`src/rtl/jtpang_pkg.sv`:
```
// jtpang_pkg: shared FSM state type and default object-table base for the jtpang DMA arbiter.
package jtpang_pkg;
    typedef enum logic [1:0] {IDLE, REQ, GRANT, RELEASE} dma_state_t;
    localparam logic [3:0] DMA_BASE = 4'hC;
endpackage

```
`src/rtl/jtpang_dma_arb_if.sv`:
```
// jtpang_dma_arb_if: Z80 bus handshake, object-engine DMA and CPU work-RAM signals of the arbiter.
interface jtpang_dma_arb_if;
    logic       dma_trig;
    logic       cpu_busrq_n;
    logic       cpu_busak_n;
    logic       dma_go;
    logic       busrq;
    logic       busak_n;
    logic [8:0] dma_addr;
    logic [7:0] dma_din;
    logic [12:0] ram_addr;
    logic       ram_cs;
    logic [7:0] ram_dout;
    modport master(
        input  dma_trig, cpu_busak_n, busrq, dma_addr, ram_dout,
        output cpu_busrq_n, dma_go, busak_n, dma_din, ram_addr, ram_cs
    );
    modport slave(
        output dma_trig, cpu_busak_n, busrq, dma_addr, ram_dout,
        input  cpu_busrq_n, dma_go, busak_n, dma_din, ram_addr, ram_cs
    );
endinterface

```
`src/rtl/jtpang_dma_arb.sv`:
```
// jtpang_dma_arb: hands the Z80 work RAM to the object engine for DMA of the object table.
// Define JTPANG_DMA_TIMEOUT_EN to bound each grant to TIMEOUT clk cycles.
module jtpang_dma_arb
    import jtpang_pkg::*;
#(
    parameter logic [3:0]  BASE    = DMA_BASE,
    parameter logic [15:0] TIMEOUT = 16'd16384
) (
    input logic              clk,
    input logic              rst,
    jtpang_dma_arb_if.master bus
);
    dma_state_t state_q, state_d;
    logic       trig_q;
    logic [1:0] go_q, go_d;
    logic [7:0] din_q, din_d;
    logic       grant, tmo, can_req;

`ifdef JTPANG_DMA_TIMEOUT_EN
    logic [15:0] cnt_q, cnt_d;
    logic        blk_q, blk_d;
    assign tmo     = grant && cnt_q == TIMEOUT - 16'd1;
    assign can_req = !blk_q;
    // The counter rests at zero outside GRANT, so every grant starts from zero.
    assign cnt_d   = grant ? cnt_q + 16'd1 : '0;
    // A timed-out requester must drop busrq before it may request again.
    assign blk_d   = tmo ? 1'b1 : (bus.busrq ? blk_q : 1'b0);
    always_ff @(posedge clk) begin
        if (rst) begin
            cnt_q <= '0;
            blk_q <= 1'b0;
        end else begin
            cnt_q <= cnt_d;
            blk_q <= blk_d;
        end
    end
`else
    logic unused_timeout;
    assign unused_timeout = ^TIMEOUT;
    assign tmo     = 1'b0;
    assign can_req = 1'b1;
`endif

    always_comb begin
        state_d = state_q;
        case (state_q)
            IDLE:    if (bus.busrq && can_req) state_d = REQ;
            REQ:     if (!bus.busrq) state_d = RELEASE;
                     else if (!bus.cpu_busak_n) state_d = GRANT;
            GRANT:   if (!bus.busrq || tmo) state_d = RELEASE;
            RELEASE: if (bus.cpu_busak_n) state_d = IDLE;
            default: state_d = IDLE;
        endcase
    end

    assign grant = state_q == GRANT;
    // dma_go is a two-cycle pulse launched only by a trigger edge seen in IDLE.
    assign go_d  = (state_q == IDLE && bus.dma_trig && !trig_q && go_q == 2'd0) ? 2'd2
                 : go_q - {1'b0, |go_q};
    assign din_d = grant ? bus.ram_dout : din_q;

    always_ff @(posedge clk) begin
        if (rst) begin
            state_q <= IDLE;
            trig_q  <= 1'b0;
            go_q    <= 2'd0;
            din_q   <= 8'd0;
        end else begin
            state_q <= state_d;
            trig_q  <= bus.dma_trig;
            go_q    <= go_d;
            din_q   <= din_d;
        end
    end

    assign bus.cpu_busrq_n = !(state_q == REQ || grant);
    assign bus.busak_n     = !grant;
    assign bus.ram_cs      = grant;
    assign bus.ram_addr    = {BASE, bus.dma_addr};
    assign bus.dma_go      = |go_q;
    assign bus.dma_din     = din_q;
endmodule

```
`src/flat_wrapper.sv`:
```
// flat-port wrapper written by rule: the top's interface ports become plain ports
module jtpang_dma_arb_flat import jtpang_pkg::*;
#(
    parameter logic [3:0]  BASE    = DMA_BASE,
    parameter logic [15:0] TIMEOUT = 16'd16384
)
  (clk, rst, bus_dma_trig, bus_cpu_busak_n, bus_busrq, bus_dma_addr, bus_ram_dout, bus_cpu_busrq_n, bus_dma_go, bus_busak_n, bus_dma_din, bus_ram_addr, bus_ram_cs);
  jtpang_dma_arb_if bus_i ();
  input logic clk;
  input logic rst;
  input wire logic [$bits(bus_i.dma_trig)-1:0] bus_dma_trig;
  input wire logic [$bits(bus_i.cpu_busak_n)-1:0] bus_cpu_busak_n;
  input wire logic [$bits(bus_i.busrq)-1:0] bus_busrq;
  input wire logic [$bits(bus_i.dma_addr)-1:0] bus_dma_addr;
  input wire logic [$bits(bus_i.ram_dout)-1:0] bus_ram_dout;
  output wire logic [$bits(bus_i.cpu_busrq_n)-1:0] bus_cpu_busrq_n;
  output wire logic [$bits(bus_i.dma_go)-1:0] bus_dma_go;
  output wire logic [$bits(bus_i.busak_n)-1:0] bus_busak_n;
  output wire logic [$bits(bus_i.dma_din)-1:0] bus_dma_din;
  output wire logic [$bits(bus_i.ram_addr)-1:0] bus_ram_addr;
  output wire logic [$bits(bus_i.ram_cs)-1:0] bus_ram_cs;
  assign bus_i.dma_trig = bus_dma_trig;
  assign bus_i.cpu_busak_n = bus_cpu_busak_n;
  assign bus_i.busrq = bus_busrq;
  assign bus_i.dma_addr = bus_dma_addr;
  assign bus_i.ram_dout = bus_ram_dout;
  assign bus_cpu_busrq_n = bus_i.cpu_busrq_n;
  assign bus_dma_go = bus_i.dma_go;
  assign bus_busak_n = bus_i.busak_n;
  assign bus_dma_din = bus_i.dma_din;
  assign bus_ram_addr = bus_i.ram_addr;
  assign bus_ram_cs = bus_i.ram_cs;
  jtpang_dma_arb #(.BASE(BASE), .TIMEOUT(TIMEOUT)) u_core (.clk(clk), .rst(rst), .bus(bus_i));
endmodule
```
`config.mk`:
```
export PLATFORM = sky130hd
export DESIGN_NAME = jtpang_dma_arb_flat
export DESIGN_NICKNAME = d
export VERILOG_FILES = /design/src/rtl/jtpang_pkg.sv /design/src/rtl/jtpang_dma_arb_if.sv /design/src/rtl/jtpang_dma_arb.sv /design/src/flat_wrapper.sv
export SDC_FILE = /design/constraint.sdc
export NUM_CORES = 1
export LEC_CHECK = 0
export ABC_AREA = 1
export CAP_MARGIN = 20
export CELL_PAD_IN_SITES_DETAIL_PLACEMENT = 1
export CELL_PAD_IN_SITES_GLOBAL_PLACEMENT = 2
export CORE_MARGIN = 2
export CORE_UTILIZATION = 19
export CTS_BUF_LIST = sky130_fd_sc_hd__clkbuf_8
export DETAILED_ROUTE_END_ITERATION = 6
export GPL_TIMING_DRIVEN = 0
export PLACE_DENSITY = 0.83
export SYNTH_ARGS = -nofsm -noshare
export SYNTH_HDL_FRONTEND = slang
export SYNTH_SLANG_ARGS = --single-unit
```
`constraint.sdc`:
```
create_clock -name clk -period 4.7 [get_ports clk]
set_clock_uncertainty 0.2 [all_clocks]
set_input_delay 0.47 -clock clk [delete_from_list [all_inputs] [get_ports clk]]
set_output_delay 0.47 -clock clk [all_outputs]
set_load 0.01 [all_outputs]
```
==> impl_metrics.tcl <==
set metrics [dict create \
    power.ir.vdd_worst_mv 0.167 \
    p_per_area_mw_per_mm2 474 \
    pre_cts_ws_ns 2.41 \
    yosys_warnings 0 \
    cts_resized 0 \
    hold_viol 0 \
    critPathLaunchType "register" \
    worst-setup-path-type "reg -> out" \
    hold_buffers 0 \
    antenna_cells 0 \
    finalWirelength_mm 1.81 \
    holdPathEnd "u_core.go_q[0]" \
    dpl.hpwl_mm 1.45 \
    hold_start "u_core.go_q[0]" \
    reg2reg_slack_ns 3.07 \
    leakage_nw 0.545 \
    yosysTopAreaCellShare_pct 36.7 \
    outcome "finished, final reports clean" \
    syn_to_final_growth_pct 62.4 \
    die_y_um 65.1 \
    cap_violations 0 \
    layout_setup_ws_ns 2.16 \
    wl_per_cell_um 9.82 \
    required_ns 4.03 \
    ant_nets 0 \
    netlist_area_um2 709 \
    cp_max_fo 10 \
    crit_slowest_cell "clkdlybuf4s50_1" \
    drive_gt1_share_pct 18.4 \
    nets 164 \
    drtIter0Drc 7 \
    grt_pass1_wl_mm 3.10 \
    antenna_found_initial 0 \
    ctsRootBufferMaster "clkbuf_8" \
    fp-row-count 22 \
    grt_max_degree 11 \
    drv_slew 0 \
    period_share_pct 54.1 \
    clk_pin_slew_ns 0.05 \
    die_area_mm2 0.00424 \
    yosysTopAreaCell "dfxtp_1" \
    rsz0062_at_grt "false" \
    r2r-start "u_core.state_q[0]" \
    reg2reg_depth 9 \
    avgSynthCellArea_um2 7.31 \
    fp.dieW_um 65.1 \
    start_util_pct 19.5 \
    tns_ns 0 \
    vias_per_cell 3.78 \
    crit_arrival_ns 1.87 \
    vias 695 \
    clock_path_buffers 2 \
    gr-total-overflow 0 \
    core-area_mm2 0.00363 \
    cts_tree "yes" \
    setup_violations 0 \
    portBuffers 33 \
    period_needed_ns 2.54 \
    top_level_ports 47 \
    fmax_mhz 393 \
    worstSetupEndpointType "output port" \
    final_common_cell "clkdlybuf4s50_1" \
    insertion_delay_ns 0.24 \
    grt_pass1_vias 770 \
    synthTopCellsByArea "dfxtp_1 (37%), buf_4 (14%), nor2_1 (14%)" \
    path_cells "inv_1, ha_1, buf_6, inv_2, clkdlybuf4s50_1" \
    drt-pass1-iter-count 3 \
    globalplace.congestion 0.647 \
    hold_path.class "reg -> reg" \
    hold_depth 1 \
    cts_sinks 13 \
    netlist_instances 97 \
    numCtsBuffers 3 \
    drc 0 \
    track_usage_pct 9.38 \
    max_stage_delay_ns 0.58 \
    h-tree-depth 1 \
    rr_endpoint "u_core.state_q[0]" \
    post_cts_buffers 0 \
    ys_seq_area_share_pct 36.7 \
    netlist-cell-type-count 15 \
    ys_ff_latch 13 \
    final_cell_mix "clkdlybuf4s50_1 (33), nor2_1 (26), buf_4 (13), dfxtp_1 (13)" \
]
-- cells in the mapped netlist --
cell type	instances
buf_2	1
buf_4	13
buf_6	1
conb_1	2
dfxtp_1	13
ha_1	5
inv_1	8
inv_2	2
nand2_1	9
nand2_2	4
nand3_1	3
nor2_1	26
nor2_4	1
o21ai_0	1
o21ai_1	8
-- routing by layer --
metal	global-route usage (%)	up-vias	wire length, µm
li1	-	352	-
met3	3.94	0	158
met4	0.781	0	0
met2	17.4	28	926
met1	10.4	315	722
met5	0	-	0
-- flip-flops by register name (all words and copies together) (netlist names) --
signal	count
u_core.trig_q	1
u_core.bus.dma_din	8
u_core.state_q	2
u_core.go_q	2
-- how the worst max path moves through the flow --
stage                                 start           to  slack (ns)
after floorplan           u_core.state_q[0]  bus_busak_n        3.05
after global placement    u_core.state_q[0]  bus_busak_n        2.44
after detailed placement  u_core.state_q[0]  bus_busak_n        2.41
after CTS                 u_core.state_q[0]  bus_busak_n        2.13
after global routing      u_core.state_q[0]  bus_busak_n        2.04
final                     u_core.state_q[0]  bus_busak_n        2.16
-- kinds of logic (layout without fill, tap and decap cells) --
| logic type | count (synthesis) | count (layout) | share of synthesized area [%] |
|---|---|---|---|
| and+or+nand+nor | 43 | 43 | 25.7 |
| buffers and inverters | 25 | 62 | 21.3 |
| DFF | 13 | 13 | 36.7 |
| AOI/OAI and AO/OA | 9 | 9 | 6.35 |
| adders and majority gates | 5 | 5 | 8.82 |
| other | 2 | 4 | 1.06 |
-- worst max-delay path, delay by kind of cell, from the launching register on --
family | cells | cell delay (ns)
flip-flops | 1 | 0.39
adder cells (fa/ha/maj) | 1 | 0.24
buffers and inverters | 4 | 1.00
-- through the flow --
| stage | instances | area, µm² | hold slack [ns] | util [%] | total power [W] |
|---|---|---|---|---|---|
| after floorplan | 99 | 717 | 0.212 | - | 0.000325 |
| after global placement | 180 | 1110 | 0.221 | 30.5 | 0.000448 |
| after detailed placement | 180 | 1110 | 0.233 | 30.5 | 0.000458 |
| after CTS | 184 | 1150 | 0.241 | 31.7 | 0.000560 |
| after global routing | 184 | 1150 | 0.273 | 31.7 | 0.000600 |
| final | 184 | 1150 | 0.239 | 31.7 | 0.000547 |
-- where the power goes --
| group | total (W) | leakage [nW] | switching [W] | internal [W] |
|---|---|---|---|---|
| clock network | 0.0000963 | 0.0269 | 0.0000387 | 0.0000576 |
| logic | 0.000284 | 0.411 | 0.000142 | 0.000143 |
| registers | 0.000166 | 0.107 | 0.0000225 | 0.000144 |
| total | 0.000547 | 0.545 | 0.000203 | 0.000344 |
-- layout make-up --
type	instances	area, µm²
buffer	15	114
clock buffer	3	41.3
clock inverter	1	3.75
fill	466	2480
inverter	10	37.5
multi-input combinational	61	305
sequential	13	260
tap	48	60.1
timing repair buffer	33	330
No activity file was read; power rests on OpenSTA's default activity.
